--- config.mk ---
export PLATFORM = sky130hd
export DESIGN_NAME = id_ex_pipe_reg
export DESIGN_NICKNAME = d
export VERILOG_FILES = /design/src/rtl/pipeline_pkg.sv /design/src/rtl/pipe_reg.sv /design/src/rtl/id_ex_pipe_reg.sv
export SDC_FILE = /design/constraint.sdc
export NUM_CORES = 1
export LEC_CHECK = 0
export CAP_MARGIN = 20
export CORE_UTILIZATION = 45
export CTS_BUF_LIST = sky130_fd_sc_hd__clkbuf_8
export CTS_CLUSTER_SIZE = 30
export DETAILED_ROUTE_END_ITERATION = 12
export PLACE_DENSITY = 0.88
export SKIP_CTS_REPAIR_TIMING = 1
export SLEW_MARGIN = 10
export SYNTH_ARGS = -nofsm -noshare
export SYNTH_HDL_FRONTEND = slang
export SYNTH_SLANG_ARGS = --single-unit
--- constraint.sdc ---
create_clock -name clk -period 1.87 [get_ports clk]
set_input_delay 0.561 -clock clk [delete_from_list [all_inputs] [get_ports clk]]
set_output_delay 0.561 -clock clk [all_outputs]
set_load 0.005 [all_outputs]
--- src/rtl/pipeline_pkg.sv ---
// Shared decode->execute control types: ALU op width, control bundle and its bubble value.
// Pure types/constants; no timing or flow control.
package pipeline_pkg;

  localparam int ALUCTL_W_DEF = 3;

  typedef logic [ALUCTL_W_DEF-1:0] alucontrol_t;

  typedef struct packed {
    logic        regwrite;
    logic        memtoreg;
    logic        memwrite;
    logic        branch;
    logic        alusrc;
    logic        regdst;
    alucontrol_t alucontrol;
  } ctrl_t;

  localparam ctrl_t CTRL_BUBBLE = '0;

endpackage

--- src/rtl/pipe_reg.sv ---
// Generic W-bit stage flop: 1-cycle latency, holds when en_i=0, sync clear beats enable.
// Async active-low reset to zero.
module pipe_reg #(
  parameter int W = 8
) (
  input  logic         clk,
  input  logic         rst_n,
  input  logic         en_i,
  input  logic         clr_i,
  input  logic [W-1:0] d_i,
  output logic [W-1:0] q_o
);

  logic [W-1:0] q_q;
  logic [W-1:0] q_d;

  always_comb begin
    q_d = q_q;
    if (clr_i)     q_d = '0;
    else if (en_i) q_d = d_i;
  end

  always_ff @(posedge clk or negedge rst_n) begin
    if (!rst_n) q_q <= '0;
    else        q_q <= q_d;
  end

  assign q_o = q_q;

endmodule

--- src/rtl/id_ex_pipe_reg.sv ---
// ID/EX stage register: 1-cycle latency; stallE holds, flushE inserts a bubble (flush beats stall).
// Define ID_EX_PERF_CNT_EN to add saturating stall/flush counters and their ports.
module id_ex_pipe_reg
  import pipeline_pkg::*;
#(
  parameter int DATA_W   = 32,
  parameter int REG_W    = 5,
  parameter int ALUCTL_W = 3,
  parameter int CNT_W    = 16
) (
  input  logic                clk,
  input  logic                rst_n,
  input  logic                stallE,
  input  logic                flushE,
  input  logic                validD,
  input  logic [DATA_W-1:0]   rd1D,
  input  logic [DATA_W-1:0]   rd2D,
  input  logic [REG_W-1:0]    RsD,
  input  logic [REG_W-1:0]    RtD,
  input  logic [REG_W-1:0]    RdD,
  input  logic [DATA_W-1:0]   signimmD,
  input  logic                regwriteD,
  input  logic                memtoregD,
  input  logic                memwriteD,
  input  logic                branchD,
  input  logic                alusrcD,
  input  logic                regdstD,
  input  logic [ALUCTL_W-1:0] alucontrolD,
  output logic                validE,
  output logic [DATA_W-1:0]   rd1E,
  output logic [DATA_W-1:0]   rd2E,
  output logic [DATA_W-1:0]   signimmE,
  output logic [REG_W-1:0]    RsE,
  output logic [REG_W-1:0]    RtE,
  output logic [REG_W-1:0]    RdE,
  output logic                regwriteE,
  output logic                memtoregE,
  output logic                memwriteE,
  output logic                branchE,
  output logic                alusrcE,
  output logic                regdstE,
  output logic [ALUCTL_W-1:0] alucontrolE
`ifdef ID_EX_PERF_CNT_EN
  ,
  output logic [CNT_W-1:0]    stall_cnt,
  output logic [CNT_W-1:0]    flush_cnt
`endif
);

  localparam int DW = 3*DATA_W + 3*REG_W;
  localparam int CW = $bits(ctrl_t) + 1;

  ctrl_t         ctrl_d;
  ctrl_t         ctrl_e;
  logic [DW-1:0] data_q;
  logic [CW-1:0] ctrl_q;

  // Invalid slots are stripped of side effects here so a bubble can never write or branch.
  always_comb begin
    ctrl_d            = CTRL_BUBBLE;
    ctrl_d.regwrite   = regwriteD & validD;
    ctrl_d.memtoreg   = memtoregD;
    ctrl_d.memwrite   = memwriteD & validD;
    ctrl_d.branch     = branchD & validD;
    ctrl_d.alusrc     = alusrcD;
    ctrl_d.regdst     = regdstD;
    ctrl_d.alucontrol = alucontrol_t'(alucontrolD);
  end

  pipe_reg #(.W(DW)) u_data_reg (
    .clk   (clk),
    .rst_n (rst_n),
    .en_i  (~stallE),
    .clr_i (flushE),
    .d_i   ({rd1D, rd2D, signimmD, RsD, RtD, RdD}),
    .q_o   (data_q)
  );

  pipe_reg #(.W(CW)) u_ctrl_reg (
    .clk   (clk),
    .rst_n (rst_n),
    .en_i  (~stallE),
    .clr_i (flushE),
    .d_i   ({validD, ctrl_d}),
    .q_o   (ctrl_q)
  );

  assign {rd1E, rd2E, signimmE, RsE, RtE, RdE} = data_q;
  assign {validE, ctrl_e} = ctrl_q;

  assign regwriteE   = ctrl_e.regwrite;
  assign memtoregE   = ctrl_e.memtoreg;
  assign memwriteE   = ctrl_e.memwrite;
  assign branchE     = ctrl_e.branch;
  assign alusrcE     = ctrl_e.alusrc;
  assign regdstE     = ctrl_e.regdst;
  assign alucontrolE = ALUCTL_W'(ctrl_e.alucontrol);

`ifdef ID_EX_PERF_CNT_EN
  localparam logic [CNT_W-1:0] CNT_MAX = {CNT_W{1'b1}};

  logic [CNT_W-1:0] stall_cnt_q, stall_cnt_d;
  logic [CNT_W-1:0] flush_cnt_q, flush_cnt_d;

  always_comb begin
    stall_cnt_d = stall_cnt_q;
    flush_cnt_d = flush_cnt_q;
    if (stallE && !flushE && stall_cnt_q != CNT_MAX) stall_cnt_d = stall_cnt_q + 1'b1;
    if (flushE && flush_cnt_q != CNT_MAX)            flush_cnt_d = flush_cnt_q + 1'b1;
  end

  always_ff @(posedge clk or negedge rst_n) begin
    if (!rst_n) begin
      stall_cnt_q <= '0;
      flush_cnt_q <= '0;
    end else begin
      stall_cnt_q <= stall_cnt_d;
      flush_cnt_q <= flush_cnt_d;
    end
  end

  assign stall_cnt = stall_cnt_q;
  assign flush_cnt = flush_cnt_q;
`endif

  a_bubble_no_side_effects: assert property (@(posedge clk) disable iff (!rst_n)
    !validE |-> !(regwriteE || memwriteE || branchE));

endmodule

==> qor.log <==
INFO  logic_synthesis synth_area_per_cell=12.6µm²
INFO  critical_path  worst_setup_path_end_kind=output port
INFO  clocking       clk_root_buffer_cell=sky130_fd_sc_hd__clkbuf_8
INFO  placement      numPortBuffers=245
INFO  clocking       numCtsBuffers=17
INFO  pwr            seqPwrFrac=45.1%
INFO  grt            first_global_vias=4199
INFO  run            cap_violations=0
INFO  final_layout   antennaDiodeCount=0
INFO  logic_synthesis post_synth_num_cell_types=11
INFO  logic_synthesis postSynth.asyncResetShare=100%
INFO  floorplanning  core=0.0105mm²
INFO  logic_synthesis synth.top_cell.area_share=61.3%
INFO  floorplanning  initial_utilization=47.2%
INFO  clocking       cts_max_level=4
INFO  final_layout   layout_nets=793
INFO  worst_hold_path hold_path_class=in -> async
INFO  floorplanning  die_w=107µm
INFO  grt            gr-total-overflow=0
INFO  floorplanning  die_height=107µm
INFO  grt            gr_usage_total=24.2%
INFO  logic_synthesis portion_of_the_post_synthesis_area_used_by_sequential_elements=61.3%
INFO  logic_synthesis synth_flop_cell=sky130_fd_sc_hd__dfrtp_1
INFO  final_layout   multi_input_gate_area_in_the_final_layout=0.00167mm²
INFO  logic_synthesis synth.cell_area=0.00494mm²
INFO  pwr            combinational_cell_fraction_of_total_power=16.7%
INFO  pwr            power_spent_charging_and_discharging_nets=1480µW
INFO  timing         final.period_utilization=98.2%
INFO  pwr            power.density_cell_area=751mW/mm²
INFO  timing         count_of_endpoints_failing_hold_in_the_final_timing_report=0
INFO  routing        avgRoutedWirePerCell=17.9µm
INFO  final_layout   layout.area.seq=0.00303mm²
INFO  final_layout   final_layout_size_suffix_gt1_share=10.1%
INFO  floorplanning  design.portCount=246
INFO  pwr            power.clock.fraction=38.1%
INFO  critical_path  cp_data_arrival_time=1.28ns
INFO  clocking       cts_buffer_depth=2
INFO  critical_path  setup.worst_path.start_class=register
INFO  critical_path  path_class=reg -> out
INFO  critical_path  critical_path.top_delay_family=buffers and inverters
INFO  routing        postRouteWirelength=14.6mm
INFO  logic_synthesis flops_latches_synth=121
INFO  final_layout   final_core_utilization=80.1%
INFO  routing        ant_nets=0
INFO  timing         worstMarginPinSlew=0.326ns
INFO  grt            antenna_found_initial=0
INFO  final_layout   layout.cell_area.non_filler=0.00838mm²
INFO  grt            grt_start_max_net_pins=62
INFO  logic_synthesis syn-instance-count=393
INFO  run_status     run_status=completed
INFO  critical_path  cp_num_buf_inv=1
INFO  placement      postPlaceCellArea=0.00750mm²
INFO  clocking       clk_pin_slew_worst_paths=0.08ns
INFO  timing         pins_over_slew_limit=0
INFO  critical_path  critPathRequiredTime=1.31ns
INFO  routing        drt_pre_antenna_iters=4
INFO  logic_synthesis synth_top_cells_by_count=121 x sky130_fd_sc_hd__dfrtp_1, 118 x sky130_fd_sc_hd__mux2i_1, 118 x sky130_fd_sc_hd__nor2_1
INFO  logic_synthesis yosysMostFrequentCell=sky130_fd_sc_hd__dfrtp_1
INFO  logic_synthesis synth_area_leader_cell=sky130_fd_sc_hd__dfrtp_1
INFO  pwr            cellInternalPower=4810µW
INFO  final_layout   flow.area_growth_from_synthesis=69.7%
INFO  pwr            power_leakage=0.00565µW
INFO  critical_path  critical_path.cell_chain=clkdlybuf4s50_1
INFO  final_layout   fillCellCount=609
INFO  logic_synthesis yosysWarningCount=0
INFO  logic_synthesis synth_edf_count=0
INFO  grt            first_pass_grt_wire_length=20.7mm
INFO  timing         fmaxAchievable=544MHz
INFO  logic_synthesis synthTopCellsByArea=sky130_fd_sc_hd__dfrtp_1 61%, sky130_fd_sc_hd__mux2i_1 24%, sky130_fd_sc_hd__nor2_1 9.0%
INFO  clocking       tritoncts_num_sinks=121
INFO  routing        drcViolationCount=0
INFO  floorplanning  die-area=0.0114mm²
INFO  routing        drt_iter0_drc=160
INFO  critical_path  slowest_stage=sky130_fd_sc_hd__clkdlybuf4s50_1
INFO  placement      dp_hpwl=9.86mm
INFO  pwr            p_sw_share=23.6%
INFO  timing         report.final.setup_viol=0
INFO  timing         clock-skew-final=0ns
INFO  timing         max_slew_margin=78.3%
INFO  critical_path  cp_slowest_stage_delay=0.51ns
INFO  routing        detail_route.vias_per_cell=4.99
INFO  clocking       clk-insertion-delay-late=0.40ns
INFO  floorplanning  std_cell_rows=37
INFO  clocking       tritoncts=yes
INFO  routing        num_vias=4078
INFO  logic_synthesis mappedNetlistNets=518
INFO  pwr            worst_ir_drop_vdd=0.443mV
INFO  timing         period_minus_slack=1.84ns
INFO  placement      gp_congestion=0.772
INFO  critical_path  cp_max_fo=2
final cells by class:
cell class	instances	share of cell area [%]
multi-input combinational	245	20.0
timing repair buffer	283	37.0
tap	136	2.03
sequential	121	36.1
clock inverter	12	1.58
clock buffer	20	3.28
per-layer routing:
| layer | wire length, µm | track usage, % | part of all wire [%] |
|---|---|---|---|
| met2 | 7710 | 41.8 | 53 |
| met1 | 5430 | 26.8 | 37 |
| met4 | 406 | 10.9 | 2.8 |
| met3 | 1050 | 8.33 | 7.2 |
| met5 | 0 | 0 | 0 |
cell usage in the layout (no fill, tap or decap):
cell                              instances
sky130_fd_sc_hd__clkdlybuf4s50_1        130
sky130_fd_sc_hd__dfrtp_1                121
sky130_fd_sc_hd__mux2i_1                118
sky130_fd_sc_hd__nor2_1                 118
sky130_fd_sc_hd__dlymetal6s2s_1         112
sky130_fd_sc_hd__buf_4                   33
sky130_fd_sc_hd__clkbuf_8                20
sky130_fd_sc_hd__buf_12                   7
sky130_fd_sc_hd__inv_1                    4
sky130_fd_sc_hd__clkinv_2                 4
sky130_fd_sc_hd__nand2_1                  3
sky130_fd_sc_hd__nand3b_1                 3
sky130_fd_sc_hd__a21oi_1                  3
sky130_fd_sc_hd__bufinv_16                3
sky130_fd_sc_hd__clkinvlp_4               1
sky130_fd_sc_hd__buf_6                    1
sequential cells by signal (all words and copies together), names as in the netlist:
register / count
u_ctrl_reg.q_o: 10
u_data_reg.q_o: 111
logic make-up after synthesis:
group           after synthesis  share of synthesized area [%]
buf+inv                      27                           4.81
mux                         118                           23.9
compound gates                3                          0.304
simple gates                124                           9.65
flops                       121                           61.3
metrics by stage:
| step | hold slack [ns] | power (µW) | cells | setup WS, ns | TNS [ns] |
|---|---|---|---|---|---|
| 6_report | 0.158 | 6290 | 817 | 0.0333 | 0 |
| 5_1_grt | 0.156 | 6540 | 817 | -0.0164 | -0.0365 |
| 4_1_cts | 0.150 | 6320 | 791 | -0.0504 | -0.773 |
| 3_5_place_dp | 0.511 | 3930 | 759 | 0.369 | 0 |
| 3_3_place_gp | 0.502 | 3890 | 759 | 0.426 | 0 |
| 2_1_floorplan | 0.265 | 3240 | 393 | 0.538 | 0 |
power by group through the flow:
stage / clock, µW / combinational [µW] / sequential, µW
2_1_floorplan: 0 / 343 / 2900
3_3_place_gp: 0 / 1010 / 2880
4_1_cts: 2430 / 1040 / 2840
5_1_grt: 2560 / 1130 / 2850
3_5_place_dp: 0 / 1040 / 2890
6_report: 2400 / 1050 / 2840
worst paths after layout:
| check | startpoint | endpoint | slack (ns) | cells after the start |
|---|---|---|---|---|
| worst max-delay path | u_data_reg.q_o[56] | rd2E[9] | 0.03 | 1 |
| worst min-delay path | rst_n | u_data_reg.q_o[82] | 0.16 | 2 |
| worst max register to register | u_data_reg.q_o[28] | u_data_reg.q_o[28] | 1.00 | 3 |
| worst min register to register | u_data_reg.q_o[77] | u_data_reg.q_o[77] | 0.51 | 2 |
| max in group asynchronous | rst_n | u_data_reg.q_o[31] | 1.44 | 2 |
| min in group clk | flushE | u_data_reg.q_o[8] | 0.48 | 2 |
Power figures use the tool's default switching activity.
